===== src/rtl/rbus_pkg.sv =====
// Ring-bus shared types: control word, frame word layout, memory spaces,
// and the helpers used by the data-to-resource extractors.
package rbus_pkg;

    localparam int RBUS_ADDR_W     = 39;
    localparam int RBUS_MAX_EXT_CH = 4;
    localparam int RBUS_CNT_W      = 16;

    typedef enum logic [1:0] {
        PHYSICAL  = 2'd0,
        VIRTUAL   = 2'd1,
        IO_SPACE  = 2'd2,
        CFG_SPACE = 2'd3
    } rbus_space_t;

    // 64-bit ring word; on a header cycle the fields describe the frame,
    // on data cycles the same bits carry payload.
    typedef struct packed {
        logic                   frm_used;
        logic                   frm_owned;
        logic [1:0]             frm_priority;
        logic                   frm_len;
        rbus_space_t            mem_space;
        logic [RBUS_ADDR_W-4:0] mem_addr;
        logic [20:0]            frm_tag;
    } rbus_word_t;

    // Ring control travelling alongside each word.
    typedef struct packed {
        logic       valid;
        logic [1:0] len;
        logic [1:0] pp;
        logic [3:0] did;
        logic [3:0] rid;
        logic [2:0] hop;
    } rbus_ctrl_t;

    // Byte address of the frame target (mem_addr counts 8-byte words).
    function automatic logic [RBUS_ADDR_W-1:0] rbus_byte_addr(input rbus_word_t header);
        return {header.mem_addr, 3'b000};
    endfunction

endpackage


===== src/rtl/rsbus_addr_window_match.sv =====
// Combinational decode of one extraction window: a header matches when the
// frame is used, targets physical memory and (with checking on) its byte
// address lies inside [START, LAST].
module rsbus_addr_window_match
    import rbus_pkg::*;
#(
    parameter logic [RBUS_ADDR_W-1:0] START    = '0,
    parameter logic [RBUS_ADDR_W-1:0] LAST     = '0,
    parameter string                  CHECKING = "ON"
) (
    input  rbus_word_t header,
    output logic       match
);

    localparam bit CHK_ON = (CHECKING == "ON");

    logic [RBUS_ADDR_W:0] w_addr;
    logic                 w_in_window;
    logic                 w_unused_hdr;

    // Compare one bit wider than the address so the bounds never wrap.
    assign w_addr      = {1'b0, rbus_byte_addr(header)};
    assign w_in_window = (w_addr >= {1'b0, START}) && (w_addr <= {1'b0, LAST});

    assign match = header.frm_used
                 & (header.mem_space == PHYSICAL)
                 & (w_in_window | ~CHK_ON);

    assign w_unused_hdr = ^{header.frm_owned, header.frm_priority,
                            header.frm_len, header.frm_tag};

endmodule


===== src/rtl/rsbus_d2r_multi_extractor.sv =====
// Multi-channel ring-bus data-to-resource extractor. Every header is decoded
// against CHANNELS address windows; a matching frame is diverted to the
// lowest-index matching channel's TX FIFO (or marked owned and recirculated
// when that FIFO is almost full). Per-channel saturating counters track
// extracted and recirculated frames.
module rsbus_d2r_multi_extractor
    import rbus_pkg::*;
#(
    parameter int                                CHANNELS            = 2,
    parameter string                             SPACE_CHECKING      = "ON",
    parameter logic [CHANNELS*RBUS_ADDR_W-1:0]   SPACE_START_ADDRESS = '0,
    parameter logic [CHANNELS*RBUS_ADDR_W-1:0]   SPACE_LAST_ADDRESS  = '0
) (
    input  logic                         clk,
    input  logic                         rst,
    input  logic                         i_sof,
    input  rbus_ctrl_t                   i_ctrl,
    input  rbus_word_t                   i_bus,
    output logic                         o_sof,
    output rbus_ctrl_t                   o_ctrl,
    output rbus_word_t                   o_bus,
    output logic [CHANNELS-1:0]          frm_o_stb,
    output logic                         frm_o_sof,
    output rbus_word_t                   frm_o_bus,
    input  logic [2*CHANNELS-1:0]        frm_o_af,
    input  logic                         cnt_clr,
    output logic [16*CHANNELS-1:0]       cnt_ext,
    output logic [16*CHANNELS-1:0]       cnt_rec
);

    localparam logic [RBUS_CNT_W-1:0] CNT_MAX = '1;

    // Elaboration-time parameter sanity checks.
    if (CHANNELS < 1 || CHANNELS > RBUS_MAX_EXT_CH) begin : g_bad_channels
        $fatal(1, "rsbus_d2r_multi_extractor: CHANNELS must be 1..4");
    end
    if (SPACE_CHECKING != "ON" && SPACE_CHECKING != "OFF") begin : g_bad_checking
        $fatal(1, "rsbus_d2r_multi_extractor: SPACE_CHECKING must be ON or OFF");
    end

    logic [CHANNELS-1:0] w_match;
    logic [CHANNELS-1:0] w_af_len;
    logic [CHANNELS-1:0] w_sel_oh;
    logic                w_found;
    logic                w_af_sel;
    logic                w_hdr_ena;
    logic                w_hdr_reco;

    // Per-channel window decode and almost-full pick for this frame length.
    for (genvar c = 0; c < CHANNELS; c++) begin : g_chan
        if (SPACE_CHECKING == "ON" &&
            SPACE_LAST_ADDRESS[c*RBUS_ADDR_W +: RBUS_ADDR_W] <
            SPACE_START_ADDRESS[c*RBUS_ADDR_W +: RBUS_ADDR_W]) begin : g_bad_window
            $fatal(1, "rsbus_d2r_multi_extractor: window last address below start");
        end

        rsbus_addr_window_match #(
            .START    (SPACE_START_ADDRESS[c*RBUS_ADDR_W +: RBUS_ADDR_W]),
            .LAST     (SPACE_LAST_ADDRESS[c*RBUS_ADDR_W +: RBUS_ADDR_W]),
            .CHECKING (SPACE_CHECKING)
        ) u_match (
            .header (i_bus),
            .match  (w_match[c])
        );

        assign w_af_len[c] = i_bus.frm_len ? frm_o_af[2*c+1] : frm_o_af[2*c];
    end

    // Lowest-index matching channel wins; capture its almost-full state.
    always_comb begin
        w_sel_oh = '0;
        w_found  = 1'b0;
        w_af_sel = 1'b0;
        for (int c = 0; c < CHANNELS; c++) begin
            if (w_match[c] && !w_found) begin
                w_found     = 1'b1;
                w_sel_oh[c] = 1'b1;
                w_af_sel    = w_af_len[c];
            end
        end
    end

    assign w_hdr_ena  = i_sof & w_found & ~w_af_sel;
    assign w_hdr_reco = i_sof & w_found &  w_af_sel;

    // ---------------- stage 0 ----------------
    logic                r_s0_sof;
    logic [CHANNELS-1:0] r_s0_ena;
    logic                r_s0_hdr_ena;
    logic                r_s0_reco;
    rbus_ctrl_t          r_s0_ctrl;
    rbus_word_t          r_s0_bus;

    // Stage 0 control: channel enable is sticky from the header to the next sof.
    always_ff @(posedge clk or negedge rst) begin
        if (!rst) begin
            r_s0_sof     <= 1'b0;
            r_s0_ena     <= '0;
            r_s0_hdr_ena <= 1'b0;
            r_s0_reco    <= 1'b0;
        end else begin
            r_s0_sof     <= i_sof;
            r_s0_hdr_ena <= w_hdr_ena;
            r_s0_reco    <= w_hdr_reco;
            if (i_sof) begin
                r_s0_ena <= w_hdr_ena ? w_sel_oh : '0;
            end
        end
    end

    // Stage 0 data: plain capture of the ring word and control.
    always_ff @(posedge clk) begin
        r_s0_ctrl <= i_ctrl;
        r_s0_bus  <= i_bus;
    end

    assign frm_o_stb = r_s0_ena;
    assign frm_o_sof = r_s0_sof;
    assign frm_o_bus = r_s0_bus;

    // ---------------- stage 1 ----------------
    rbus_ctrl_t w_s1_ctrl;
    rbus_word_t w_s1_bus;

    // Rewrite the ring word: free extracted frames, claim recirculated ones.
    always_comb begin
        w_s1_ctrl = r_s0_ctrl;
        w_s1_bus  = r_s0_bus;
        if (|r_s0_ena) begin
            w_s1_bus.frm_used  = 1'b0;
            w_s1_bus.frm_owned = 1'b0;
        end
        if (r_s0_reco) begin
            w_s1_bus.frm_owned = 1'b1;
        end
        if (r_s0_hdr_ena) begin
            w_s1_ctrl.valid = 1'b0;
            w_s1_ctrl.len   = '0;
            w_s1_ctrl.pp    = '0;
            w_s1_ctrl.did   = '0;
            w_s1_ctrl.rid   = '0;
        end
    end

    // Ring output register toward the downstream hop.
    always_ff @(posedge clk or negedge rst) begin
        if (!rst) begin
            o_sof  <= 1'b0;
            o_ctrl <= '0;
            o_bus  <= '0;
        end else begin
            o_sof  <= r_s0_sof;
            o_ctrl <= w_s1_ctrl;
            o_bus  <= w_s1_bus;
        end
    end

    // ---------------- counters ----------------
    logic [RBUS_CNT_W-1:0] r_cnt_ext [CHANNELS];
    logic [RBUS_CNT_W-1:0] r_cnt_rec [CHANNELS];

    // Saturating per-channel extract/recirculate counters; clear beats increment.
    always_ff @(posedge clk or negedge rst) begin
        if (!rst) begin
            for (int c = 0; c < CHANNELS; c++) begin
                r_cnt_ext[c] <= '0;
                r_cnt_rec[c] <= '0;
            end
        end else if (cnt_clr) begin
            for (int c = 0; c < CHANNELS; c++) begin
                r_cnt_ext[c] <= '0;
                r_cnt_rec[c] <= '0;
            end
        end else begin
            for (int c = 0; c < CHANNELS; c++) begin
                if (w_hdr_ena && w_sel_oh[c] && r_cnt_ext[c] != CNT_MAX) begin
                    r_cnt_ext[c] <= r_cnt_ext[c] + 16'd1;
                end
                if (w_hdr_reco && w_sel_oh[c] && r_cnt_rec[c] != CNT_MAX) begin
                    r_cnt_rec[c] <= r_cnt_rec[c] + 16'd1;
                end
            end
        end
    end

    for (genvar c = 0; c < CHANNELS; c++) begin : g_cnt_out
        assign cnt_ext[c*16 +: 16] = r_cnt_ext[c];
        assign cnt_rec[c*16 +: 16] = r_cnt_rec[c];
    end

endmodule


===== config.mk =====
export PLATFORM = sky130hd
export DESIGN_NAME = rsbus_d2r_multi_extractor
export DESIGN_NICKNAME = d
export VERILOG_FILES = /design/src/rtl/rbus_pkg.sv /design/src/rtl/rsbus_addr_window_match.sv /design/src/rtl/rsbus_d2r_multi_extractor.sv
export SDC_FILE = /design/constraint.sdc
export NUM_CORES = 1
export LEC_CHECK = 0
export BUFFER_PORTS_ARGS = -buffer_cell sky130_fd_sc_hd__buf_2
export CORE_ASPECT_RATIO = 1.1
export CORE_MARGIN = 8
export CORE_UTILIZATION = 53
export CTS_CLUSTER_SIZE = 14
export DETAILED_ROUTE_END_ITERATION = 10
export GPL_ROUTABILITY_DRIVEN = 1
export PLACE_DENSITY_LB_ADDON = 0.05
export SLEW_MARGIN = 20
export SYNTH_ARGS = -nofsm -noshare
export SYNTH_HDL_FRONTEND = slang
export SYNTH_HIERARCHICAL = 1
export SYNTH_SLANG_ARGS = --single-unit

===== constraint.sdc =====
create_clock -name clk -period 6.4 [get_ports clk]
set_clock_uncertainty 0.1 [all_clocks]
set_input_delay 1.28 -clock clk [delete_from_list [all_inputs] [get_ports clk]]
set_output_delay 1.28 -clock clk [all_outputs]
set_load 0.01 [all_outputs]

==> results of run 1 <==
==> stage by stage <==
stage,total power [uW],cell area [sq um],instances
floorplan,1620,8290,688
global placement,1700,9540,1107
detailed placement,1710,9540,1107
CTS,3090,10300,1149
global route,3170,10300,1150
finish,3060,10300,1150
==> per-layer routing <==
layer / share of wire / wire (um) / vias to the layer above / track usage
li1: - / - / 2933 / -
met1: 0.39 / 8720 / 3097 / 0.255
met2: 0.51 / 11400 / 261 / 0.386
met3: 0.085 / 1910 / 38 / 0.0587
met4: 0.023 / 527 / 0 / 0.0678
met5: 0 / 0 / - / 0
==> power by group through the flow <==
stage	Combinational, uW	Sequential, uW	Clock (uW)
5_1_grt	171	1520	1470
6_report	156	1520	1380
4_1_cts	160	1520	1410
3_5_place_dp	160	1550	0
3_3_place_gp	157	1540	0
2_1_floorplan	57.7	1560	0
==> worst paths after layout <==
kind | from | slack [ns] | depth (start not counted) | endpoint
hold reg to reg | r_s0_ctrl[2] | 0.23 | 0 | o_ctrl[2]
hold / removal | r_s0_ctrl[2] | 0.23 | 0 | o_ctrl[2]
setup reg to reg | cnt_ext[16] | 3.95 | 5 | cnt_ext[16]
max in group asynchronous | rst | 4.14 | 2 | o_bus[15]
min in group asynchronous | rst | 0.72 | 1 | o_bus[20]
setup / recovery | i_bus[50] | 2.76 | 7 | cnt_ext[14]
==> area by class of cell <==
cell class	instances	area, sq um	area share
Multi-Input combinational cell	359	2340	0.226
Sequential cell	230	5360	0.518
Timing Repair Buffer	304	1540	0.149
Antenna cell	1	2.50	0.000242
Inverter	14	52.6	0.00509
Tap cell	200	250	0.0242
Clock inverter	8	119	0.0115
Clock buffer	34	677	0.0655
==> sequential cells by signal (all words and copies together) (netlist names) <==
| signal | flops |
|---|---|
| frm_o_bus | 64 |
| r_s0_ctrl | 16 |
| cnt_rec | 32 |
| o_sof | 1 |
| cnt_ext | 32 |
| o_ctrl | 16 |
| r_s0_hdr_ena | 1 |
| frm_o_sof | 1 |
| frm_o_stb | 2 |
| r_s0_reco | 1 |
| o_bus | 64 |
==> kinds of logic (layout without fill, tap and decap cells) <==
group,count (synthesis),in the layout
AOI/OAI and AO/OA,102,102
other,0,1
DFF,230,230
muxes,22,22
and+or+nand+nor,231,231
buffers and inverters,99,360
adders and majority gates,4,4
==> cells in the final DEF, fill, tap and decap left out, types with 4 or more instances in the layout <==
cell / Yosys / layout
sky130_fd_sc_hd__a31oi_1: 4 / 4
sky130_fd_sc_hd__a211oi_1: 6 / 6
sky130_fd_sc_hd__mux2_2: 17 / 17
sky130_fd_sc_hd__nor2_1: 23 / 23
sky130_fd_sc_hd__o311ai_0: 4 / 4
sky130_fd_sc_hd__nand3_1: 25 / 25
sky130_fd_sc_hd__dfxtp_1: 80 / 80
sky130_fd_sc_hd__buf_2: 2 / 298
sky130_fd_sc_hd__inv_1: 14 / 14
sky130_fd_sc_hd__dfrtp_1: 150 / 150
sky130_fd_sc_hd__clkbuf_1: 21 / 5
sky130_fd_sc_hd__clkbuf_16: 0 / 23
sky130_fd_sc_hd__nor2b_1: 29 / 29
sky130_fd_sc_hd__o21ai_0: 11 / 11
sky130_fd_sc_hd__buf_4: 62 / 5
sky130_fd_sc_hd__or3_1: 8 / 8
sky130_fd_sc_hd__nor4_1: 28 / 27
sky130_fd_sc_hd__clkbuf_8: 0 / 6
sky130_fd_sc_hd__a21oi_1: 39 / 39
sky130_fd_sc_hd__o41ai_1: 4 / 4
sky130_fd_sc_hd__and4_1: 6 / 6
sky130_fd_sc_hd__nand4_1: 20 / 20
sky130_fd_sc_hd__nor3_1: 11 / 11
sky130_fd_sc_hd__ha_1: 4 / 4
sky130_fd_sc_hd__nand2_1: 28 / 28
sky130_fd_sc_hd__o31ai_1: 22 / 22
sky130_fd_sc_hd__mux2i_1: 4 / 4
sky130_fd_sc_hd__or2_2: 4 / 4
sky130_fd_sc_hd__clkinv_2: 0 / 4
sky130_fd_sc_hd__or4_1: 30 / 30
==> critical path: cells and delay by family <==
family | cells | cell delay (ns)
buf+inv | 1 | 0.12
mux | 1 | 0.39
simple gates | 5 | 2.12
==> cells in the mapped netlist (6+ instances only) <==
cell / instances / area share
sky130_fd_sc_hd__or4_1: 30 / 0.027
sky130_fd_sc_hd__dfrtp_1: 150 / 0.45
sky130_fd_sc_hd__dfxtp_1: 80 / 0.19
sky130_fd_sc_hd__nor3_1: 11 / 0.0066
sky130_fd_sc_hd__nor4_1: 28 / 0.021
sky130_fd_sc_hd__nand4_1: 20 / 0.015
sky130_fd_sc_hd__clkbuf_1: 21 / 0.0095
sky130_fd_sc_hd__nand3_1: 25 / 0.015
sky130_fd_sc_hd__o31ai_1: 22 / 0.020
sky130_fd_sc_hd__nor2_1: 23 / 0.010
sky130_fd_sc_hd__a21oi_1: 39 / 0.024
sky130_fd_sc_hd__mux2_2: 17 / 0.023
sky130_fd_sc_hd__nor2b_1: 29 / 0.022
sky130_fd_sc_hd__and4_1: 6 / 0.0063
sky130_fd_sc_hd__or3_1: 8 / 0.0060
sky130_fd_sc_hd__a211oi_1: 6 / 0.0054
sky130_fd_sc_hd__inv_1: 14 / 0.0063
sky130_fd_sc_hd__nand2_1: 28 / 0.013
sky130_fd_sc_hd__buf_4: 62 / 0.056
sky130_fd_sc_hd__o21ai_0: 11 / 0.0066
==> metrics.cfg, run 1 <==
[final_layout]
layout.filler_cells = 1180
fin_util = 0.667
syn_to_final_growth_pct = 24.7
final_layout_size_suffix_gt1_frac = 0.391
numnets_final = 1024

[die]
die_h_um = 147
initial_core_util = 0.535
rows = 48
top_level_ports = 300
core_area_sq_um = 15500
dieArea_sq_um = 19900
dieWidth_um = 135

[grt]
grt_pass1_wl_um = 35300
first_global_vias = 6453
gr-usage-all-layers = 0.220
grt_start_max_net_pins = 99
initial_antenna_violation_count = 1
overall_overflow_remaining_after_global_route = 0

[power_and_ir_drop]
powerDensity_nw_per_um2 = 296
power_report.internal_total_uw = 2410
power.switching_fraction = 0.212
p_clk_frac = 0.452
seq_power_share = 0.496
combPwrFrac = 0.051
switchingPower_uw = 648
max-vdd-ir-drop_mv = 0.219
static-leakage-power_uw = 0.00482

[run]
max_cap_viol_count = 0

[synthesis]
main_combinational_cell_family_by_area_after_synthesis = simple AND/OR/NAND/NOR gates
synth_compound_gate_area_share = 0.0793
mappedNetlistNets = 780
post_synth_cell_types = 45
synth_simple_gate_area_share = 0.165
asyncSetResetFlopFracSynth = 0.652
ys.flop_type = sky130_fd_sc_hd__dfrtp_1
postSynthCellCount = 688
synth_warnings = 6
synth.yosys.seq_area_share = 0.646
yosys.area_share.adder = 0.00604
post_synth_edffs = 0
syn_avg_cell_area_sq_um = 12.0
yosys.area_share.xor_xnor = 0
post_synth_mux_area_share = 0.0297
synth.cell_area_sq_um = 8290
synth.ff_latch_count = 230

[setup_path]
cpPeakStageDelay_ns = 0.62
worstSetupStartpointType = primary input
timing.critical_path.to_type = flop
timing.critical_path.arrival_ns = 3.91
cpMostUsedCell = sky130_fd_sc_hd__nor4_1
path_cells = buf_2 -> nor4_1 -> nand4_1 -> nor3_2 -> nand3_1 -> nor4_1 -> mux2_2
critical_path.slowest_cell = sky130_fd_sc_hd__nand3_1
worstPathRequired_ns = 6.68
timing.setup.critical_path_class = primary input to flop
path_max_fanout = 20

[routing]
detail_route.drc_violations = 0
drt_wl_total_um = 22600
dr.pass1.iters = 5
drt-vias-per-instance = 5.50
first_iter_violations = 362
via_count = 6329
routed_wire_length_per_instance_um = 19.6
detail-route-antenna-nets = 0

[clock_tree]
clock_sink_count = 230
postCtsSetupBuffers = 0
cts_hold_repair.buffers = 0
cts-resized-gates = 0
cts_root_buffer = sky130_fd_sc_hd__clkbuf_16
tritoncts = yes
path_clk_slew_ns = 0.06
cts_made_buffers = 23
htree_levels = 1
clockBufferDepth = 3
clock_latency_on_the_worst_skew_pair_ns = 0.49

[sta]
layout_worst_path_cycle_share = 0.568
final_hold_viols = 0
layout_setup_ws_ns = 2.76
fmaxAchievable_mhz = 275
hold_slack_ns = 0.229
final.min_clock_period_ns = 3.64
slew-limit-headroom = 0.373
setup_repair_after_global_routing_missed_its_margin = false
setup_total_negative_slack_ns = 0
max_slew_violations = 0
timing_worst_slew_pin_value_ns = 0.940
finalSetupViolCount = 0

[place]
buffer_ports.inserted = 299
routability_congestion_estimate = 0.832
detailedPlace.worstSlack_ns = 2.26
dp.final_hpwl_um = 17000

[outcome]
run_status = finished clean

[worst_hold_path]
min-delay-path-class = flop to flop

Power figures use the tool's default switching activity.
==> inputs of run 2 (changes only) <==
CORE_UTILIZATION = 44   (was 53)
clock period = 2.9 ns   (was 6.4 ns; I/O delays follow)
==> metrics.cfg, run 2 (synthesis gave the netlist of run 1 again) <==
[sta]
fmaxAchievable_mhz = 364
max_slew_violations = 0
layout_setup_ws_ns = 0.149
final_hold_viols = 0
setup_repair_after_global_routing_missed_its_margin = false
hold_slack_ns = 0.0654
slew-limit-headroom = 0.574
final.min_clock_period_ns = 2.75
timing_worst_slew_pin_value_ns = 0.634
layout_worst_path_cycle_share = 0.949
finalSetupViolCount = 0
setup_total_negative_slack_ns = 0

[place]
postPlaceCellArea_sq_um = 9890
dp.final_hpwl_um = 17900
detailedPlace.worstSlack_ns = -0.343
routability_congestion_estimate = 0.840
buffer_ports.inserted = 299

[run]
max_cap_viol_count = 0

[worst_hold_path]
min-delay-path-class = primary input to flop
cells_on_worst_hold_path = 1

[final_layout]
syn_to_final_growth_pct = 28.6
layout.filler_cells = 1580
layout.cells.most_common_list = sky130_fd_sc_hd__buf_2 (298), sky130_fd_sc_hd__dfrtp_1 (150), sky130_fd_sc_hd__dfxtp_1 (80)
fin_util = 0.579
layout.cell_area.non_filler_sq_um = 10700
final_layout_size_suffix_gt1_frac = 0.415
n_antenna_cell = 0
mostFrequentLayoutCell = sky130_fd_sc_hd__buf_2
numnets_final = 1065

[power_and_ir_drop]
switchingPower_uw = 1470
p_clk_frac = 0.438
combPwrFrac = 0.055
power.switching_fraction = 0.223
max-vdd-ir-drop_mv = 0.485
powerDensity_nw_per_um2 = 619
power_report.internal_total_uw = 5130
seq_power_share = 0.507
static-leakage-power_uw = 0.00499

[routing]
routed_wire_length_per_instance_um = 18.8
dr.pass1.iters = 4
drt_wl_total_um = 23100
via_count = 6404
detail-route-antenna-nets = 0
detail_route.drc_violations = 0
first_iter_violations = 299
drt-vias-per-instance = 5.19

[clock_tree]
clock_sink_count = 230
cts_made_buffers = 24
tritoncts = yes
htree_levels = 1
cts-resized-gates = 0
path_clk_slew_ns = 0.06
clockBufferDepth = 3
clock_latency_on_the_worst_skew_pair_ns = 0.51
cts_root_buffer = sky130_fd_sc_hd__clkbuf_16

[die]
rows = 52
core_area_sq_um = 18400
die_h_um = 160
dieWidth_um = 147
top_level_ports = 300
initial_core_util = 0.450
dieArea_sq_um = 23500

[grt]
first_global_vias = 6732
grt_pass1_wl_um = 36700
grt_start_max_net_pins = 63
overall_overflow_remaining_after_global_route = 0
initial_antenna_violation_count = 1
gr-usage-all-layers = 0.192

[setup_path]
reg2reg_depth = 6
worstSetupStartpointType = primary input
worstPathRequired_ns = 3.21
timing.setup.critical_path_class = primary input to flop
timing.critical_path.to_type = flop
path_max_fanout = 8
timing.critical_path.arrival_ns = 3.06

[outcome]
run_status = finished clean

==> run 2: repair_timing <==
action / in CTS / in global routing
hold endpoints to repair: 27 / 0
buffers inserted: 0 / 0
hold buffers: 1 / 0
==> run 2: metal layers <==
layer  global-route usage  vias to the layer above  wire, um
li1                     -                     3004         -
met3               0.0548                       41      1830
met4               0.0534                        2       497
met2                0.352                      256     11800
met5                    0                        -        13
met1                0.212                     3101      8940
==> run 2: through the flow <==
stage / power, uW / std cells
2_1_floorplan: 3570 / 688
3_3_place_gp: 3770 / 1189
3_5_place_dp: 3780 / 1189
4_1_cts: 6680 / 1233
5_1_grt: 6860 / 1233
6_report: 6600 / 1233
==> run 2: critical path, stage by stage <==
cell	delay, ns
sky130_fd_sc_hd__buf_2	0.11
sky130_fd_sc_hd__nor4_1	0.31
sky130_fd_sc_hd__nand4_1	0.23
sky130_fd_sc_hd__nor3_2	0.38
sky130_fd_sc_hd__nand2_1	0.08
sky130_fd_sc_hd__or4_1	0.63
sky130_fd_sc_hd__or4_1	0.51
sky130_fd_sc_hd__a21oi_1	0.22
==> run 2: final cells by class <==
class | instances | area [sq um] | area share
clock buffer | 31 | 647 | 0.0607
clock inverter | 12 | 109 | 0.0102
inverter | 14 | 52.6 | 0.00493
multi-input combinational | 359 | 2340 | 0.219
sequential | 230 | 5360 | 0.502
tap | 243 | 304 | 0.0285
timing repair buffer | 344 | 1860 | 0.174
==> run 2: worst paths after layout <==
| path | from | end | slack [ns] |
|---|---|---|---|
| min in group asynchronous | rst | o_bus[19] | 0.52 |
| worst max register to register | cnt_ext[16] | cnt_ext[21] | 0.70 |
| worst min-delay path | i_bus[9] | frm_o_bus[9] | 0.07 |
| worst max-delay path | i_bus[22] | cnt_ext[9] | 0.15 |
| worst min register to register | r_s0_ctrl[0] | o_ctrl[0] | 0.23 |
| max in group asynchronous | rst | o_bus[52] | 1.38 |
==> run 2: power groups by stage <==
stage | clock network, uW | registers (uW) | logic (uW)
2_1_floorplan | 0 | 3440 | 127
6_report | 2890 | 3350 | 361
5_1_grt | 3110 | 3360 | 397
3_5_place_dp | 0 | 3410 | 369
3_3_place_gp | 0 | 3410 | 365
4_1_cts | 2960 | 3350 | 372
==> inputs of run 3 (changes only) <==
ABC_AREA = 1   (was default)
CORE_UTILIZATION = 46   (was 44)
==> metrics.cfg, run 3 <==
[sta]
slew-limit-headroom = 0.662
final_hold_viols = 0
layout_setup_ws_ns = 0.776
setup_total_negative_slack_ns = 0
max_slew_violations = 0
layout_worst_path_cycle_share = 0.733
hold_slack_ns = 0.0579
timing_worst_slew_pin_value_ns = 0.507
fmaxAchievable_mhz = 471
final.min_clock_period_ns = 2.12
finalSetupViolCount = 0
setup_repair_after_global_routing_missed_its_margin = false

[setup_path]
worstReg2RegStart = cnt_ext[16]
cpPeakStageDelay_ns = 0.36
rrSetupSlack_ns = 0.86
path_max_fanout = 16
timing.setup.critical_path_class = primary input to flop
timing.critical_path.arrival_ns = 2.48
critical_path.slowest_cell = sky130_fd_sc_hd__nor2_4
timing.critical_path.to_type = flop
path_cells = buf_2 -> nor2_1 -> nand2_1 -> nor2_1 -> nand3_1 -> nor2_1 -> inv_1 -> nor2_2 -> nand3_2 -> nand2_2 -> nand3_1 -> nor2_4 -> nand3_1 -> nand2_1
worstReg2RegEnd = cnt_ext[22]
reg2reg_depth = 9
worstSetupStartpointType = primary input
worstPathRequired_ns = 3.25
crit_path_start = i_bus[41]

[synthesis]
syn_avg_cell_area_sq_um = 8.93
synth.cell_area_sq_um = 9170
asyncSetResetFlopFracSynth = 0.652
post_synth_edffs = 0
synth_commonest_cells = sky130_fd_sc_hd__nand2_1 (234), sky130_fd_sc_hd__dfrtp_1 (150), sky130_fd_sc_hd__nor2_1 (144)
postSynthCellCount = 1027
yosysTopAreaCell = sky130_fd_sc_hd__dfrtp_1
synth_warnings = 6
ys.flop_type = sky130_fd_sc_hd__dfrtp_1
ys_top_cells_by_area = sky130_fd_sc_hd__dfrtp_1 (41%), sky130_fd_sc_hd__dfxtp_1 (17%), sky130_fd_sc_hd__nand2_1 (9.6%)
synth_largest_type_area_fraction = 0.410
mappedNetlistNets = 1119
synth.yosys.seq_area_share = 0.584
post_synth_cell_types = 26
synth.ff_latch_count = 230
yosys.cell_count.top_type = sky130_fd_sc_hd__nand2_1

[die]
dieArea_sq_um = 24700
rows = 54
top_level_ports = 300
initial_core_util = 0.466
core_area_sq_um = 19700
die_h_um = 164
dieWidth_um = 151

[grt]
gr-usage-all-layers = 0.180
grt_start_max_net_pins = 65
overall_overflow_remaining_after_global_route = 0
first_global_vias = 6970
initial_antenna_violation_count = 1
grt_pass1_wl_um = 35700

[place]
buffer_ports.inserted = 299
dp.final_hpwl_um = 16700
detailedPlace.worstSlack_ns = 0.209
postPlaceCellArea_sq_um = 10500
routability_congestion_estimate = 0.841

[final_layout]
final_layout_size_suffix_gt1_frac = 0.283
syn_to_final_growth_pct = 23.9
numnets_final = 1372
mostFrequentLayoutCell = sky130_fd_sc_hd__buf_2
layout.cells.most_common_list = sky130_fd_sc_hd__buf_2 (298), sky130_fd_sc_hd__nand2_1 (234), sky130_fd_sc_hd__dfrtp_1 (150)
layout.cell_area.non_filler_sq_um = 11400

[routing]
detail-route-antenna-nets = 0
dr.pass1.iters = 4
drt-vias-per-instance = 4.64
routed_wire_length_per_instance_um = 14.5
via_count = 7192
drt_wl_total_um = 22500
detail_route.drc_violations = 0
first_iter_violations = 254

[worst_hold_path]
worst_hold_path.endpoint = r_s0_ctrl[2]
worst_hold_startpoint = i_ctrl[2]
min-delay-path-class = primary input to flop
cells_on_worst_hold_path = 1

[clock_tree]
clock_latency_on_the_worst_skew_pair_ns = 0.53
tritoncts = yes
postCtsSetupBuffers = 0
htree_levels = 1
path_clk_slew_ns = 0.06
cts_made_buffers = 24
clock_sink_count = 230
cts_root_buffer = sky130_fd_sc_hd__clkbuf_16
clockBufferDepth = 3

[power_and_ir_drop]
power.switching_fraction = 0.222
post-layout-total-power_uw = 6840
max-vdd-ir-drop_mv = 0.611
switchingPower_uw = 1520
power_report.internal_total_uw = 5320
powerDensity_nw_per_um2 = 602
combPwrFrac = 0.052
static-leakage-power_uw = 0.00605
p_clk_frac = 0.459
seq_power_share = 0.489

[run]
max_cap_viol_count = 0

[outcome]
run_status = finished clean

-- run 3: changes by cell type in the layout (fill, tap and decap cells not counted), moves of 26 or more --
cell and change:
sky130_fd_sc_hd__xor2_1 +26, sky130_fd_sc_hd__or4_1 -30, sky130_fd_sc_hd__nor2_1 +121, sky130_fd_sc_hd__nand2_1 +206
sky130_fd_sc_hd__nand3_1 +109, sky130_fd_sc_hd__a21oi_1 -38, sky130_fd_sc_hd__buf_4 -36, sky130_fd_sc_hd__nor2b_1 -29
sky130_fd_sc_hd__nor4_1 -27, sky130_fd_sc_hd__inv_1 +88
-- run 3: per-stage QoR --
| stage | std cells | util |
|---|---|---|
| final | 1550 | 0.578 |
| after global routing | 1550 | 0.578 |
| after CTS | 1549 | 0.578 |
| after detailed placement | 1505 | 0.535 |
| after global placement | 1505 | 0.535 |
| after floorplan | 1027 | - |
-- run 3: layout make-up --
type                       count  area [sq um]
fill                        1795          8300
sequential                   230          5360
multi-input combinational    611          2850
timing repair buffer         310          1630
clock buffer                  29           649
inverter                     103           388
tap                          252           315
clock inverter                14           178
antenna                        1          2.50
-- run 3: critical path, delay by kind of cell --
family / cells / cell delay, ns
buffers and inverters: 2 / 0.19
and+or+nand+nor: 12 / 1.72
-- run 3: worst max-delay path by stage --
| stage | to | cells after the start |
|---|---|---|
| floorplan | cnt_ext[28] | 13 |
| global placement | cnt_rec[1] | 14 |
| detailed placement | cnt_rec[8] | 14 |
| CTS | cnt_rec[3] | 14 |
| global route | cnt_rec[10] | 14 |
| finish | cnt_rec[11] | 14 |
-- run 3: kinds of logic (layout without fill, tap and decap cells) --
family                     count (synthesis)  count (layout)  synth area share
AOI/OAI and AO/OA                          4               4           0.00259
xor gates and xnor gates                  27              27            0.0258
adders and majority gates                  4               4           0.00546
buffers and inverters                    186             456             0.105
DFF                                      230             230             0.584
other                                      0               1                 0
and+or+nand+nor                          576             576             0.277
-- run 3: power by group through the flow --
stage                     combinational (uW)  sequential, uW  clock, uW
after floorplan                          142            3440          0
after global placement                   364            3400          0
after detailed placement                 367            3410          0
after CTS                                369            3350       3220
after global routing                     395            3350       3370
final                                    357            3340       3140
-- run 3: layer usage --
metal / vias to the layer above / routed length (um) / global-route usage / part of all wire
li1: 3673 / - / - / -
met1: 3281 / 9150 / 0.221 / 0.41
met2: 207 / 11000 / 0.305 / 0.49
met3: 31 / 1970 / 0.0499 / 0.087
met4: 0 / 378 / 0.0468 / 0.017
met5: - / 0 / 0 / 0
-- run 3: timing repair --
| action | CTS | global route |
|---|---|---|
| resized for setup | 0 | 0 |
| hold buffers | 1 | 0 |
| endpoints found under the hold margin | 52 | 0 |
